$ cat src/rtl/mem_arbiter.sv
// mem_arbiter: shares one memory request/write-data port among NUM_CLIENTS cache clients.
// Default arbitration is round-robin; define MEM_ARB_FIXED_PRIO_EN for fixed lowest-index priority.
module mem_arbiter #(
    parameter int NUM_CLIENTS  = 2,
    parameter int ADDR_BITS    = 28,
    parameter int DATA_BITS    = 128,
    parameter int TAG_BITS     = 5,
    parameter int WRITE_BEATS  = 4,
    localparam int ID_BITS     = (NUM_CLIENTS > 2) ? $clog2(NUM_CLIENTS) : 1,
    localparam int CTAG_BITS   = TAG_BITS - ID_BITS
) (
    input  logic                            clk,
    input  logic                            reset,
    input  logic [NUM_CLIENTS-1:0]          cli_req_valid,
    output logic [NUM_CLIENTS-1:0]          cli_req_ready,
    input  logic [NUM_CLIENTS-1:0]          cli_req_rw,
    input  logic [NUM_CLIENTS*ADDR_BITS-1:0] cli_req_addr,
    input  logic [NUM_CLIENTS*CTAG_BITS-1:0] cli_req_tag,
    input  logic [NUM_CLIENTS-1:0]          cli_data_valid,
    output logic [NUM_CLIENTS-1:0]          cli_data_ready,
    input  logic [NUM_CLIENTS*DATA_BITS-1:0] cli_data_bits,
    input  logic [NUM_CLIENTS*DATA_BITS/8-1:0] cli_data_mask,
    output logic [NUM_CLIENTS-1:0]          cli_resp_valid,
    output logic [CTAG_BITS-1:0]            cli_resp_tag,
    output logic [DATA_BITS-1:0]            cli_resp_data,
    output logic                            mem_req_valid,
    output logic                            mem_req_rw,
    output logic [ADDR_BITS-1:0]            mem_req_addr,
    output logic [TAG_BITS-1:0]             mem_req_tag,
    input  logic                            mem_req_ready,
    output logic                            mem_req_data_valid,
    input  logic                            mem_req_data_ready,
    output logic [DATA_BITS-1:0]            mem_req_data_bits,
    output logic [DATA_BITS/8-1:0]          mem_req_data_mask,
    input  logic                            mem_resp_valid,
    input  logic [TAG_BITS-1:0]             mem_resp_tag,
    input  logic [DATA_BITS-1:0]            mem_resp_data
);

    localparam int BEAT_BITS = (WRITE_BEATS > 1) ? $clog2(WRITE_BEATS) : 1;

    typedef enum logic [1:0] {IDLE = 2'd0, REQ = 2'd1, WDATA = 2'd2} state_t;

    state_t               state_q, state_d;
    logic [ID_BITS-1:0]   grant_q, grant_d;
    logic [BEAT_BITS-1:0] beat_q, beat_d;
    logic [ID_BITS-1:0]   win_idx;
    logic                 win_found;
    logic                 req_hs;
    logic                 beat_hs;

    assign req_hs  = (state_q == REQ) && mem_req_ready;
    assign beat_hs = (state_q == WDATA) && cli_data_valid[grant_q] && mem_req_data_ready;

`ifdef MEM_ARB_FIXED_PRIO_EN
    always_comb begin
        win_found = 1'b0;
        win_idx   = '0;
        for (int i = NUM_CLIENTS - 1; i >= 0; i--) begin
            if (cli_req_valid[i]) begin
                win_found = 1'b1;
                win_idx   = ID_BITS'(i);
            end
        end
    end
`else
    logic [ID_BITS-1:0] ptr_q, ptr_d;
    int                 cand;

    // Scan from farthest to nearest so the first valid client at/after the pointer wins last.
    always_comb begin
        win_found = 1'b0;
        win_idx   = '0;
        cand      = 0;
        for (int k = NUM_CLIENTS - 1; k >= 0; k--) begin
            cand = int'(ptr_q) + k;
            if (cand >= NUM_CLIENTS) cand = cand - NUM_CLIENTS;
            if (cli_req_valid[cand[ID_BITS-1:0]]) begin
                win_found = 1'b1;
                win_idx   = cand[ID_BITS-1:0];
            end
        end
    end

    always_comb begin
        ptr_d = ptr_q;
        if (req_hs) ptr_d = (int'(grant_q) == NUM_CLIENTS - 1) ? '0 : grant_q + 1'b1;
    end

    always_ff @(posedge clk or posedge reset) begin
        if (reset) ptr_q <= '0;
        else       ptr_q <= ptr_d;
    end
`endif

    always_comb begin
        state_d = state_q;
        grant_d = grant_q;
        beat_d  = beat_q;
        case (state_q)
            IDLE: begin
                if (win_found) begin
                    grant_d = win_idx;
                    state_d = REQ;
                end
            end
            REQ: begin
                if (req_hs) begin
                    state_d = cli_req_rw[grant_q] ? WDATA : IDLE;
                    beat_d  = '0;
                end
            end
            WDATA: begin
                if (beat_hs) begin
                    if (beat_q == BEAT_BITS'(WRITE_BEATS - 1)) begin
                        state_d = IDLE;
                        beat_d  = '0;
                    end else begin
                        beat_d = beat_q + 1'b1;
                    end
                end
            end
            default: state_d = IDLE;
        endcase
    end

    always_ff @(posedge clk or posedge reset) begin
        if (reset) begin
            state_q <= IDLE;
            grant_q <= '0;
            beat_q  <= '0;
        end else begin
            state_q <= state_d;
            grant_q <= grant_d;
            beat_q  <= beat_d;
        end
    end

    // Handshake outputs are decoded from registered state only, so reset clears them at once.
    always_comb begin
        mem_req_valid      = (state_q == REQ);
        mem_req_data_valid = (state_q == WDATA) && cli_data_valid[grant_q];
        cli_req_ready      = '0;
        cli_data_ready     = '0;
        if (state_q == REQ)   cli_req_ready[grant_q]  = mem_req_ready;
        if (state_q == WDATA) cli_data_ready[grant_q] = mem_req_data_ready;
    end

    assign mem_req_rw        = cli_req_rw[grant_q];
    assign mem_req_addr      = cli_req_addr[int'(grant_q)*ADDR_BITS +: ADDR_BITS];
    assign mem_req_tag       = {grant_q, cli_req_tag[int'(grant_q)*CTAG_BITS +: CTAG_BITS]};
    assign mem_req_data_bits = cli_data_bits[int'(grant_q)*DATA_BITS +: DATA_BITS];
    assign mem_req_data_mask = cli_data_mask[int'(grant_q)*(DATA_BITS/8) +: DATA_BITS/8];

    // Responses bypass the arbiter entirely; unmapped client IDs are dropped.
    always_comb begin
        cli_resp_valid = '0;
        for (int i = 0; i < NUM_CLIENTS; i++) begin
            cli_resp_valid[i] = mem_resp_valid &&
                                (mem_resp_tag[TAG_BITS-1 -: ID_BITS] == ID_BITS'(i));
        end
    end

    assign cli_resp_tag  = mem_resp_tag[CTAG_BITS-1:0];
    assign cli_resp_data = mem_resp_data;

endmodule

$ cat config.mk
export PLATFORM = sky130hd
export DESIGN_NAME = mem_arbiter
export DESIGN_NICKNAME = d
export VERILOG_FILES = /design/src/rtl/mem_arbiter.sv
export SDC_FILE = /design/constraint.sdc
export NUM_CORES = 1
export LEC_CHECK = 0
export ABC_AREA = 0
export CAP_MARGIN = 5
export CORE_AREA = 2 2 319 321
export DETAILED_ROUTE_END_ITERATION = 16
export DIE_AREA = 0 0 321 323
export PLACE_DENSITY = 0.3
export SETUP_SLACK_MARGIN = 0.05
export SYNTH_ARGS = -nofsm -noshare
export SYNTH_HDL_FRONTEND = slang
export SYNTH_SLANG_ARGS = --single-unit
$ cat constraint.sdc
create_clock -name clk -period 1.72 [get_ports clk]
set_clock_uncertainty 0.1 [all_clocks]
set_input_delay 0.516 -clock clk [delete_from_list [all_inputs] [get_ports clk]]
set_output_delay 0.516 -clock clk [all_outputs]
set_load 0.02 [all_outputs]
==> flow_metrics.env, run 1 <==
export IMPL_status="finished, violations left"
export IMPL_violations="negative setup slack"
export IMPL_row_count=117
export IMPL_crit_fanout=8
export IMPL_cts_htree_levels=1
export IMPL_multi_input_area_um2=2510
export IMPL_worst_skew_pair_late_latency_ns=0.23
export IMPL_track_usage_pct=6.30
export IMPL_cts_reportedPaths_clkPinSlew_ns=0.04
export IMPL_hold_viol=0
export IMPL_setup_viol=186
export IMPL_rsz0062_at_grt="true"
export IMPL_antenna_found_initial=11
export IMPL_final_layout_size_suffix_gt1_share_pct=51.1
export IMPL_power_mw=13.1
export IMPL_drtAntennaViolNets=0
export IMPL_syn_num_nets=862
export IMPL_fin_hold_ws_ns=0.375
export IMPL_dpl_cell_area_um2=9800
export IMPL_ys_ff_latch=6
export IMPL_port_buffers=549
export IMPL_via_count=4813
export IMPL_initial_core_util_pct=3.41
export IMPL_power_leakage_nw=4.26
export IMPL_yosysUniqueCellTypes=21
export IMPL_core_area_um2=101000
export IMPL_cts_tree="done"
export IMPL_nets=1336
export IMPL_p_per_area_nw_per_um2=1200
export IMPL_vdd_drop_max_uv=514
export IMPL_root_buffer="clkbuf_16"
export IMPL_clockBufferDepth=2
export IMPL_ys_seq_area_share_pct=4.38
export IMPL_stdcell_count=2149
export IMPL_grt_pass1_wl_um=44400
export IMPL_cp_data_required_time_ns=1.10
export IMPL_dr_pass1_iters=4
export IMPL_syn_area_per_cell_um2=9.40
export IMPL_wirelength_um=36300
export IMPL_grt_ovfl_total=0
export IMPL_hold_class="register to register"
export IMPL_max_freq_mhz=419
export IMPL_dieArea_um2=104000
export IMPL_finalCriticalPeriod_ns=2.39
export IMPL_dr_first_iter_drc_count=68
export IMPL_setup_ws_ns=-0.668
export IMPL_placed_cells=2109
export IMPL_num_fill_cells=11600
export IMPL_place_gp_congestion=0.715
export IMPL_io_pins=814
export IMPL_crit_type="register to output pin"
export IMPL_syn_instance_count=365
export IMPL_cp_data_arrival_time_ns=1.77
export IMPL_slew_violations=0
export IMPL_via_per_inst=2.24
export IMPL_startpoint_type="register"
export IMPL_die_h_um=323
export IMPL_cts_sink_count=6
export IMPL_grt_max_degree=19
export IMPL_worst_pin_slew_ns=0.280
export IMPL_areaGrowthSynthToFinish_pct=219
export IMPL_slew_headroom_pct=81.1
export IMPL_cap_violations=0
export IMPL_hold_buffers=0
export IMPL_finalSetupTns_ns=-101.11
export IMPL_dp_hpwl_um=31200
export IMPL_synth_area_um2=3430
export IMPL_cts_made_buffers=3
export IMPL_die_x_um=321
export IMPL_post_route_util_pct=10.9
export IMPL_yosysWarnings=0
export IMPL_avgRoutedWirePerCell_um=16.9
export IMPL_end_kind="output pin"
export IMPL_final_period_utilization_pct=139
export IMPL_final_cell_area_um2=10900
export IMPL_dp_slack_ns=-0.906
export IMPL_ff_latch_area_um2=154
export IMPL_grt_pass1_vias=5259
export IMPL_drc=0
-- cell usage in the layout (no fill, tap or decap), drive strengths merged, types with 2 or more instances in the layout --
cell / n
clkbuf: 23
dfrtp: 6
nor2: 5
clkdlybuf4s15: 3
diode: 2
nor2b: 4
clkdlybuf4s50: 358
inv: 3
nand3b: 3
mux2: 177
o211ai: 2
dlygate4sd2: 21
buf: 220
-- area by class of cell --
cell class	instances	area share (%)
Inverter	3	0.103
Antenna cell	2	0.0458
Tap cell	1309	15.0
Timing Repair Buffer	622	59.8
Clock buffer	4	0.721
Multi-Input combinational cell	203	23.0
Sequential cell	6	1.41
-- cells by family after synthesis --
group | Yosys count | synth area share, %
fa+ha+maj | 1 | 0.365
mux | 178 | 58.5
compound gates | 9 | 1.97
simple gates | 15 | 2.37
buf+inv | 156 | 32.4
flops | 6 | 4.38
-- path summary, 6_finish.rpt --
| path | from | endpoint | slack [ns] | cells past startpoint |
|---|---|---|---|---|
| worst max-delay path | grant_q$_DFFE_PP0P_ | mem_req_addr[16] | -0.67 | 6 |
| worst min-delay path | ptr_q$_DFFE_PP0P_ | ptr_q$_DFFE_PP0P_ | 0.38 | 1 |
| worst max register to register | grant_q$_DFFE_PP0P_ | state_q[1]$_DFFE_PP0P_ | -0.14 | 7 |
| max in group asynchronous | reset | grant_q$_DFFE_PP0P_ | 0.86 | 2 |
| min in group asynchronous | reset | state_q[0]$_DFFE_PP0P_ | 0.43 | 2 |
| worst min register to register | ptr_q$_DFFE_PP0P_ | ptr_q$_DFFE_PP0P_ | 0.38 | 1 |
-- cell usage after synthesis --
| library cell | count | share of area (%) |
|---|---|---|
| o41ai_1 | 1 | 0.26 |
| mux2_2 | 177 | 58 |
| a31oi_1 | 1 | 0.18 |
| nand3b_1 | 3 | 0.66 |
| a211oi_1 | 1 | 0.22 |
| buf_4 | 134 | 29 |
| nor2b_1 | 4 | 0.73 |
| a21o_1 | 1 | 0.22 |
| nor2_1 | 5 | 0.55 |
| inv_1 | 3 | 0.33 |
| a21oi_1 | 1 | 0.15 |
| o31ai_1 | 1 | 0.22 |
| dfrtp_1 | 6 | 4.4 |
| nor3_1 | 1 | 0.15 |
| buf_2 | 19 | 2.8 |
| a32o_1 | 1 | 0.29 |
| nand2_1 | 1 | 0.11 |
| mux2i_2 | 1 | 0.40 |
| ha_1 | 1 | 0.36 |
| and2_1 | 1 | 0.18 |
| o211ai_1 | 2 | 0.44 |
-- metal layers --
metal  GRT usage (%)  vias up  part of all wire [%]
met3            3.49       26                    14
met5               0        -                  0.13
met2            11.0      524                    48
met1            6.74     2156                    36
li1                -     2099                     -
met4           0.924        8                   1.3
-- where the power goes --
part | switching, mW | leakage (nW) | internal [mW]
clock network | 0.0858 | 0.0382 | 0.308
logic | 5.47 | 4.14 | 6.91
registers | 0.0781 | 0.0753 | 0.208
-- sequential cells by signal, summed over array words and instances, names as in the netlist --
signal	count
state_q	2
beat_q	2
grant_q	1
ptr_q	1
-- critical path, stage by stage, from the launching register on --
cell     delay (ns)
dfrtp_4        0.52
buf_12         0.18
buf_4          0.15
buf_8          0.12
buf_16         0.13
mux2_4         0.30
buf_6          0.13
-- what timing repair did --
item,4_1_cts,5_1_grt
buffers inserted,19,12
endpoints found under the setup margin,187,189
resized for setup,625,264
pin swaps,4,2
gates cloned,4,3
No activity file was read; power rests on OpenSTA's default activity.
==> run 2: changes to the inputs <==
--- a/config.mk
+++ b/config.mk
@@ -10,6 +10,7 @@
 export CORE_AREA = 2 2 319 321
 export DETAILED_ROUTE_END_ITERATION = 16
 export DIE_AREA = 0 0 321 323
+export GPL_TIMING_DRIVEN = 0
 export PLACE_DENSITY = 0.3
 export SETUP_SLACK_MARGIN = 0.05
 export SYNTH_ARGS = -nofsm -noshare
==> run 2 against run 1 <==
Effect of this change:
- register-to-register slack better by 0.29 ns
- combinational power down 20%
- the run still ends with negative setup slack left
- critical path depth decreased by 2
- sequential power fell by 5%
- sequential share of layout area is 0.14 points lower
- critical endpoint is now mem_req_data_bits[120]
==> flow_metrics.env, run 2 (same netlist as run 1, synthesis figures left out) <==
export IMPL_core_area_um2=101000
export IMPL_placed_cells=2355
export IMPL_final_cell_mix="492 x clkdlybuf4s50_1, 167 x mux2_2, 146 x buf_4"
export IMPL_nets=1555
export IMPL_cts_made_buffers=3
export IMPL_p_switching_mw=5.20
export IMPL_endpoint="mem_req_data_bits[120]"
export IMPL_layout_commonest_cell="clkdlybuf4s50_1"
export IMPL_multi_input_area_um2=2220
export IMPL_hold_buffers=0
export IMPL_die_h_um=323
export IMPL_pwr_share_clk_pct=3.6
export IMPL_slew_violations=0
export IMPL_cts_reportedPaths_clkPinSlew_ns=0.03
export IMPL_critical_path_startpoint="grant_q$_DFFE_PP0P_"
export IMPL_grt_pass1_wl_um=46600
export IMPL_ff_latch_area_um2=151
export IMPL_hold_class="register to register"
export IMPL_drtAntennaViolNets=0
export IMPL_avgRoutedWirePerCell_um=16.0
export IMPL_slew_headroom_pct=80.9
export IMPL_power_mw=10.6
export IMPL_cts_htree_levels=1
export IMPL_startpoint_type="register"
export IMPL_switching_share_pct=49.0
export IMPL_crit_fanout=10
export IMPL_crit_type="register to output pin"
export IMPL_grt_max_degree=11
export IMPL_vdd_drop_max_uv=486
export IMPL_cts_tree="done"
export IMPL_final_layout_size_suffix_gt1_share_pct=42.4
export IMPL_fin_hold_ws_ns=0.387
export IMPL_grt_busiest_layer="met2"
export IMPL_end_kind="output pin"
export IMPL_reg2reg_to="state_q[1]$_DFFE_PP0P_"
export IMPL_r2r_start="grant_q$_DFFE_PP0P_"
export IMPL_status="finished, violations left"
export IMPL_setup_viol=316
export IMPL_power_frac_seq_pct=2.6
export IMPL_stdcell_count=2369
export IMPL_port_buffers=681
export IMPL_track_usage_pct=6.54
export IMPL_rsz0062_at_grt="true"
export IMPL_antenna_found_initial=11
export IMPL_dr_first_iter_drc_count=68
export IMPL_worst_pin_slew_ns=0.285
export IMPL_io_pins=814
export IMPL_grt_pass1_vias=5768
export IMPL_post_route_util_pct=11.9
export IMPL_initial_core_util_pct=3.41
export IMPL_max_freq_mhz=417
export IMPL_setup_ws_ns=-0.676
export IMPL_combPwrFrac_pct=93.9
export IMPL_root_buffer="clkbuf_16"
export IMPL_die_x_um=321
export IMPL_hold_viol=0
export IMPL_dr_pass1_iters=4
export IMPL_place_gp_congestion=0.731
export IMPL_violations="negative setup slack"
export IMPL_worst_skew_pair_late_latency_ns=0.23
export IMPL_finalCriticalPeriod_ns=2.40
export IMPL_p_per_area_nw_per_um2=889
export IMPL_r2r_setup_slack_ns=0.15
export IMPL_use_met3_pct=2.67
export IMPL_reg_top3="beat_q (2), state_q (2)"
export IMPL_dp_hpwl_um=35600
export IMPL_met1_usage_pct=6.84
export IMPL_clockBufferDepth=2
export IMPL_grt_ovfl_total=0
export IMPL_cp_data_required_time_ns=1.10
export IMPL_cell_internal_pwr_mw=5.42
export IMPL_wirelength_um=38000
export IMPL_via_count=5404
export IMPL_finalSetupTns_ns=-107.84
export IMPL_grt_util_met2_pct=12.4
export IMPL_num_fill_cells=11600
export IMPL_drc=0
export IMPL_cap_violations=0
export IMPL_areaGrowthSynthToFinish_pct=248
export IMPL_final_period_utilization_pct=139
export IMPL_cp_data_arrival_time_ns=1.78
export IMPL_via_per_inst=2.28
export IMPL_power_leakage_nw=4.59
export IMPL_ff2ff_path_depth=4
export IMPL_dieArea_um2=104000
export IMPL_cts_sink_count=6
export IMPL_row_count=117
run 2: routing by layer:
| layer | up-vias | share of wire, % | wire [um] |
|---|---|---|---|
| met5 | - | 0.12 | 44 |
| met1 | 2422 | 36 | 13500 |
| met4 | 8 | 1.1 | 422 |
| met3 | 27 | 11 | 4210 |
| li1 | 2532 | - | - |
| met2 | 415 | 52 | 19800 |
run 2: area by class of cell:
type | instances | area share [%]
clock buffer | 3 | 0.628
sequential | 6 | 1.27
timing repair buffer | 688 | 54.7
inverter | 3 | 0.0943
multi-input combinational | 203 | 18.6
buffer | 153 | 10.9
antenna | 4 | 0.0838
tap | 1309 | 13.7
run 2: power groups by stage:
| stage | Sequential (mW) | Clock [mW] | Combinational (mW) |
|---|---|---|---|
| 6_report | 0.271 | 0.378 | 9.97 |
| 4_1_cts | 0.270 | 0.383 | 10.2 |
| 3_3_place_gp | 0.254 | 0 | 10.6 |
| 2_1_floorplan | 0.242 | 0 | 5.18 |
| 5_1_grt | 0.283 | 0.393 | 10.6 |
| 3_5_place_dp | 0.255 | 0 | 10.5 |
run 2: worst min path at each step:
stage | start | end | slack [ns] | depth (start not counted)
final | ptr_q$_DFFE_PP0P_ | ptr_q$_DFFE_PP0P_ | 0.39 | 1
after global routing | beat_q[0]$_DFFE_PP0P_ | beat_q[0]$_DFFE_PP0P_ | 0.42 | 1
after CTS | ptr_q$_DFFE_PP0P_ | ptr_q$_DFFE_PP0P_ | 0.38 | 1
after detailed placement | ptr_q$_DFFE_PP0P_ | ptr_q$_DFFE_PP0P_ | 0.37 | 1
after global placement | ptr_q$_DFFE_PP0P_ | ptr_q$_DFFE_PP0P_ | 0.38 | 1
after floorplan | reset | beat_q[0]$_DFFE_PP0P_ | 0.21 | 1
run 2: critical path, stage by stage (launching register included):
cell and delay [ns]:
dfrtp_2 0.41, buf_12 0.18, buf_6 0.19, mux2_2 0.39
dlygate4sd2_1 0.33
run 2: what timing repair did:
| action | in CTS | in global routing |
|---|---|---|
| gates resized for setup | 492 | 82 |
| setup endpoints to repair | 318 | 317 |
| hold endpoints to repair | 0 | 0 |
| buffers inserted | 5 | 2 |
| pin swaps | 3 | 0 |
run 2: metrics by stage:
| stage | cell area, um2 | setup slack, ns |
|---|---|---|
| after floorplan | 3460 | 0.00560 |
| after global placement | 11900 | -1.29 |
| after detailed placement | 11900 | -1.31 |
| after CTS | 11900 | -0.700 |
| after global routing | 11900 | -0.707 |
| final | 11900 | -0.676 |
==> run 3: changes to the inputs <==
--- a/config.mk
+++ b/config.mk
@@ -7,9 +7,9 @@
 export LEC_CHECK = 0
 export ABC_AREA = 0
 export CAP_MARGIN = 5
-export CORE_AREA = 2 2 319 321
+export CORE_AREA = 2 2 320 322
 export DETAILED_ROUTE_END_ITERATION = 16
-export DIE_AREA = 0 0 321 323
+export DIE_AREA = 0 0 322 324
 export GPL_TIMING_DRIVEN = 0
 export PLACE_DENSITY = 0.3
 export SETUP_SLACK_MARGIN = 0.05
==> constraint.sdc (replaced) <==
create_clock -name clk -period 2.8 [get_ports clk]
set_clock_uncertainty 0.1 [all_clocks]
set_input_delay 0.84 -clock clk [delete_from_list [all_inputs] [get_ports clk]]
set_output_delay 0.84 -clock clk [all_outputs]
set_load 0.02 [all_outputs]
==> run 3 against run 2 <==
Effect of this change:
- the flow now finishes without violations
- die area up 0.62%
- sequential share of layout area up 0.058 points
- register-to-register slack better by 1.1 ns
- critical endpoint is now mem_req_addr[19]
==> flow_metrics.env, run 3 (same netlist as run 1, synthesis figures left out) <==
export IMPL_status="finished, final reports clean"
export IMPL_grt_max_degree=11
export IMPL_multi_input_area_um2=2190
export IMPL_port_buffers=681
export IMPL_die_h_um=324
export IMPL_final_layout_size_suffix_gt1_share_pct=49.2
export IMPL_cts_tree="done"
export IMPL_power_frac_seq_pct=2.5
export IMPL_hold_buffers=0
export IMPL_worst_pin_slew_ns=0.389
export IMPL_grt_pass1_vias=5848
export IMPL_power_leakage_nw=4.40
export IMPL_pwr_share_clk_pct=3.4
export IMPL_power_mw=6.58
export IMPL_final_cell_mix="485 x clkdlybuf4s50_1, 174 x mux2_2, 158 x buf_4"
export IMPL_stdcell_count=2364
export IMPL_cp_data_required_time_ns=1.86
export IMPL_p_switching_mw=3.56
export IMPL_avgRoutedWirePerCell_um=19.5
export IMPL_cts_reportedPaths_clkPinSlew_ns=0.03
export IMPL_dp_hpwl_um=43700
export IMPL_rsz0062_at_grt="false"
export IMPL_num_fill_cells=11700
export IMPL_critical_path_startpoint="cli_req_addr[47]"
export IMPL_dr_first_iter_drc_count=63
export IMPL_root_buffer="clkbuf_16"
export IMPL_finalCriticalPeriod_ns=2.74
export IMPL_cts_made_buffers=3
export IMPL_finalSetupTns_ns=0
export IMPL_cts_sink_count=6
export IMPL_grt_pass1_wl_um=55600
export IMPL_worst_skew_pair_late_latency_ns=0.22
export IMPL_dp_slack_ns=-1.11
export IMPL_setup_ws_ns=0.0579
export IMPL_layout_commonest_cell="clkdlybuf4s50_1"
export IMPL_track_usage_pct=8.11
export IMPL_dr_pass1_iters=4
export IMPL_p_per_area_nw_per_um2=576
export IMPL_via_count=5466
export IMPL_wirelength_um=46200
export IMPL_cap_violations=0
export IMPL_setup_viol=0
export IMPL_vdd_drop_max_uv=186
export IMPL_reg_top3="beat_q (2), state_q (2)"
export IMPL_place_gp_congestion=0.827
export IMPL_nets=1553
export IMPL_clockBufferDepth=2
export IMPL_hold_class="register to register"
export IMPL_final_cell_area_um2=11400
export IMPL_cell_internal_pwr_mw=3.02
export IMPL_crit_type="input pin to output pin"
export IMPL_slew_headroom_pct=74.0
export IMPL_die_x_um=322
export IMPL_r2r_setup_slack_ns=1.25
export IMPL_hold_viol=0
export IMPL_combPwrFrac_pct=94.0
export IMPL_cts_htree_levels=1
export IMPL_r2r_start="grant_q$_DFFE_PP0P_"
export IMPL_ff_latch_area_um2=151
export IMPL_switching_share_pct=54.1
export IMPL_io_pins=814
export IMPL_end_kind="output pin"
export IMPL_antenna_found_initial=8
export IMPL_core_area_um2=101000
export IMPL_startpoint_type="input pin"
export IMPL_grt_ovfl_total=0
export IMPL_row_count=117
export IMPL_drtAntennaViolNets=0
export IMPL_via_per_inst=2.31
export IMPL_holdPathStages=1
export IMPL_max_freq_mhz=365
export IMPL_crit_fanout=1
export IMPL_areaGrowthSynthToFinish_pct=233
export IMPL_cp_data_arrival_time_ns=1.80
export IMPL_initial_core_util_pct=3.40
export IMPL_ff2ff_path_depth=5
export IMPL_min_delay_start="ptr_q$_DFFE_PP0P_"
export IMPL_placed_cells=2355
export IMPL_dieArea_um2=104000
export IMPL_final_period_utilization_pct=97.9
export IMPL_slew_violations=0
export IMPL_dpl_cell_area_um2=11900
export IMPL_drc=0
-- run 3: critical path, cell delays in order --
cell and delay [ns]:
clkdlybuf4s50_1 0.40, mux2_2 0.30, clkdlybuf4s15_2 0.26
-- run 3: final timing paths --
| path | to |
|---|---|
| worst max-delay path | mem_req_addr[19] |
| worst min-delay path | ptr_q$_DFFE_PP0P_ |
| worst max register to register | state_q[1]$_DFFE_PP0P_ |
| worst min register to register | ptr_q$_DFFE_PP0P_ |
| max in group asynchronous | grant_q$_DFFE_PP0P_ |
| min in group asynchronous | beat_q[1]$_DFFE_PP0P_ |
-- run 3: timing repair --
action                     in CTS  in global routing
pin swaps                       2                  0
setup endpoints to repair     184                 54
buffers inserted                5                  0
resized for setup             751                 58
-- run 3: per-stage QoR --
stage	hold slack, ns	util (%)
after floorplan	0.350	-
after global placement	0.385	11.8
after detailed placement	0.398	11.8
after CTS	0.406	11.5
after global routing	0.430	11.3
final	0.394	11.3
-- run 3: area by class of cell --
cell class / instances / area share [%]
diodes: 1 / 0.0219
plain buffers: 153 / 10.5
clock buffers: 3 / 0.657
inverters: 3 / 0.0986
multi-input cells: 203 / 19.2
flip-flops and latches: 6 / 1.33
well taps: 1309 / 14.3
repair buffers: 686 / 53.9
-- run 3: power by group through the flow --
stage | combinational [mW] | clock [mW] | sequential, mW
CTS | 6.62 | 0.230 | 0.171
global route | 6.64 | 0.239 | 0.176
floorplan | 3.13 | 0 | 0.148
finish | 6.19 | 0.224 | 0.168
detailed placement | 6.93 | 0 | 0.163
global placement | 6.95 | 0 | 0.162
-- run 3: routing by layer --
metal	up-vias	global-route usage [%]	part of all wire [%]
li1	2527	-	-
met1	2485	9.13	38
met2	436	15.3	52
met3	16	2.66	9.3
met4	2	0.498	0.43
met5	-	0	0.026
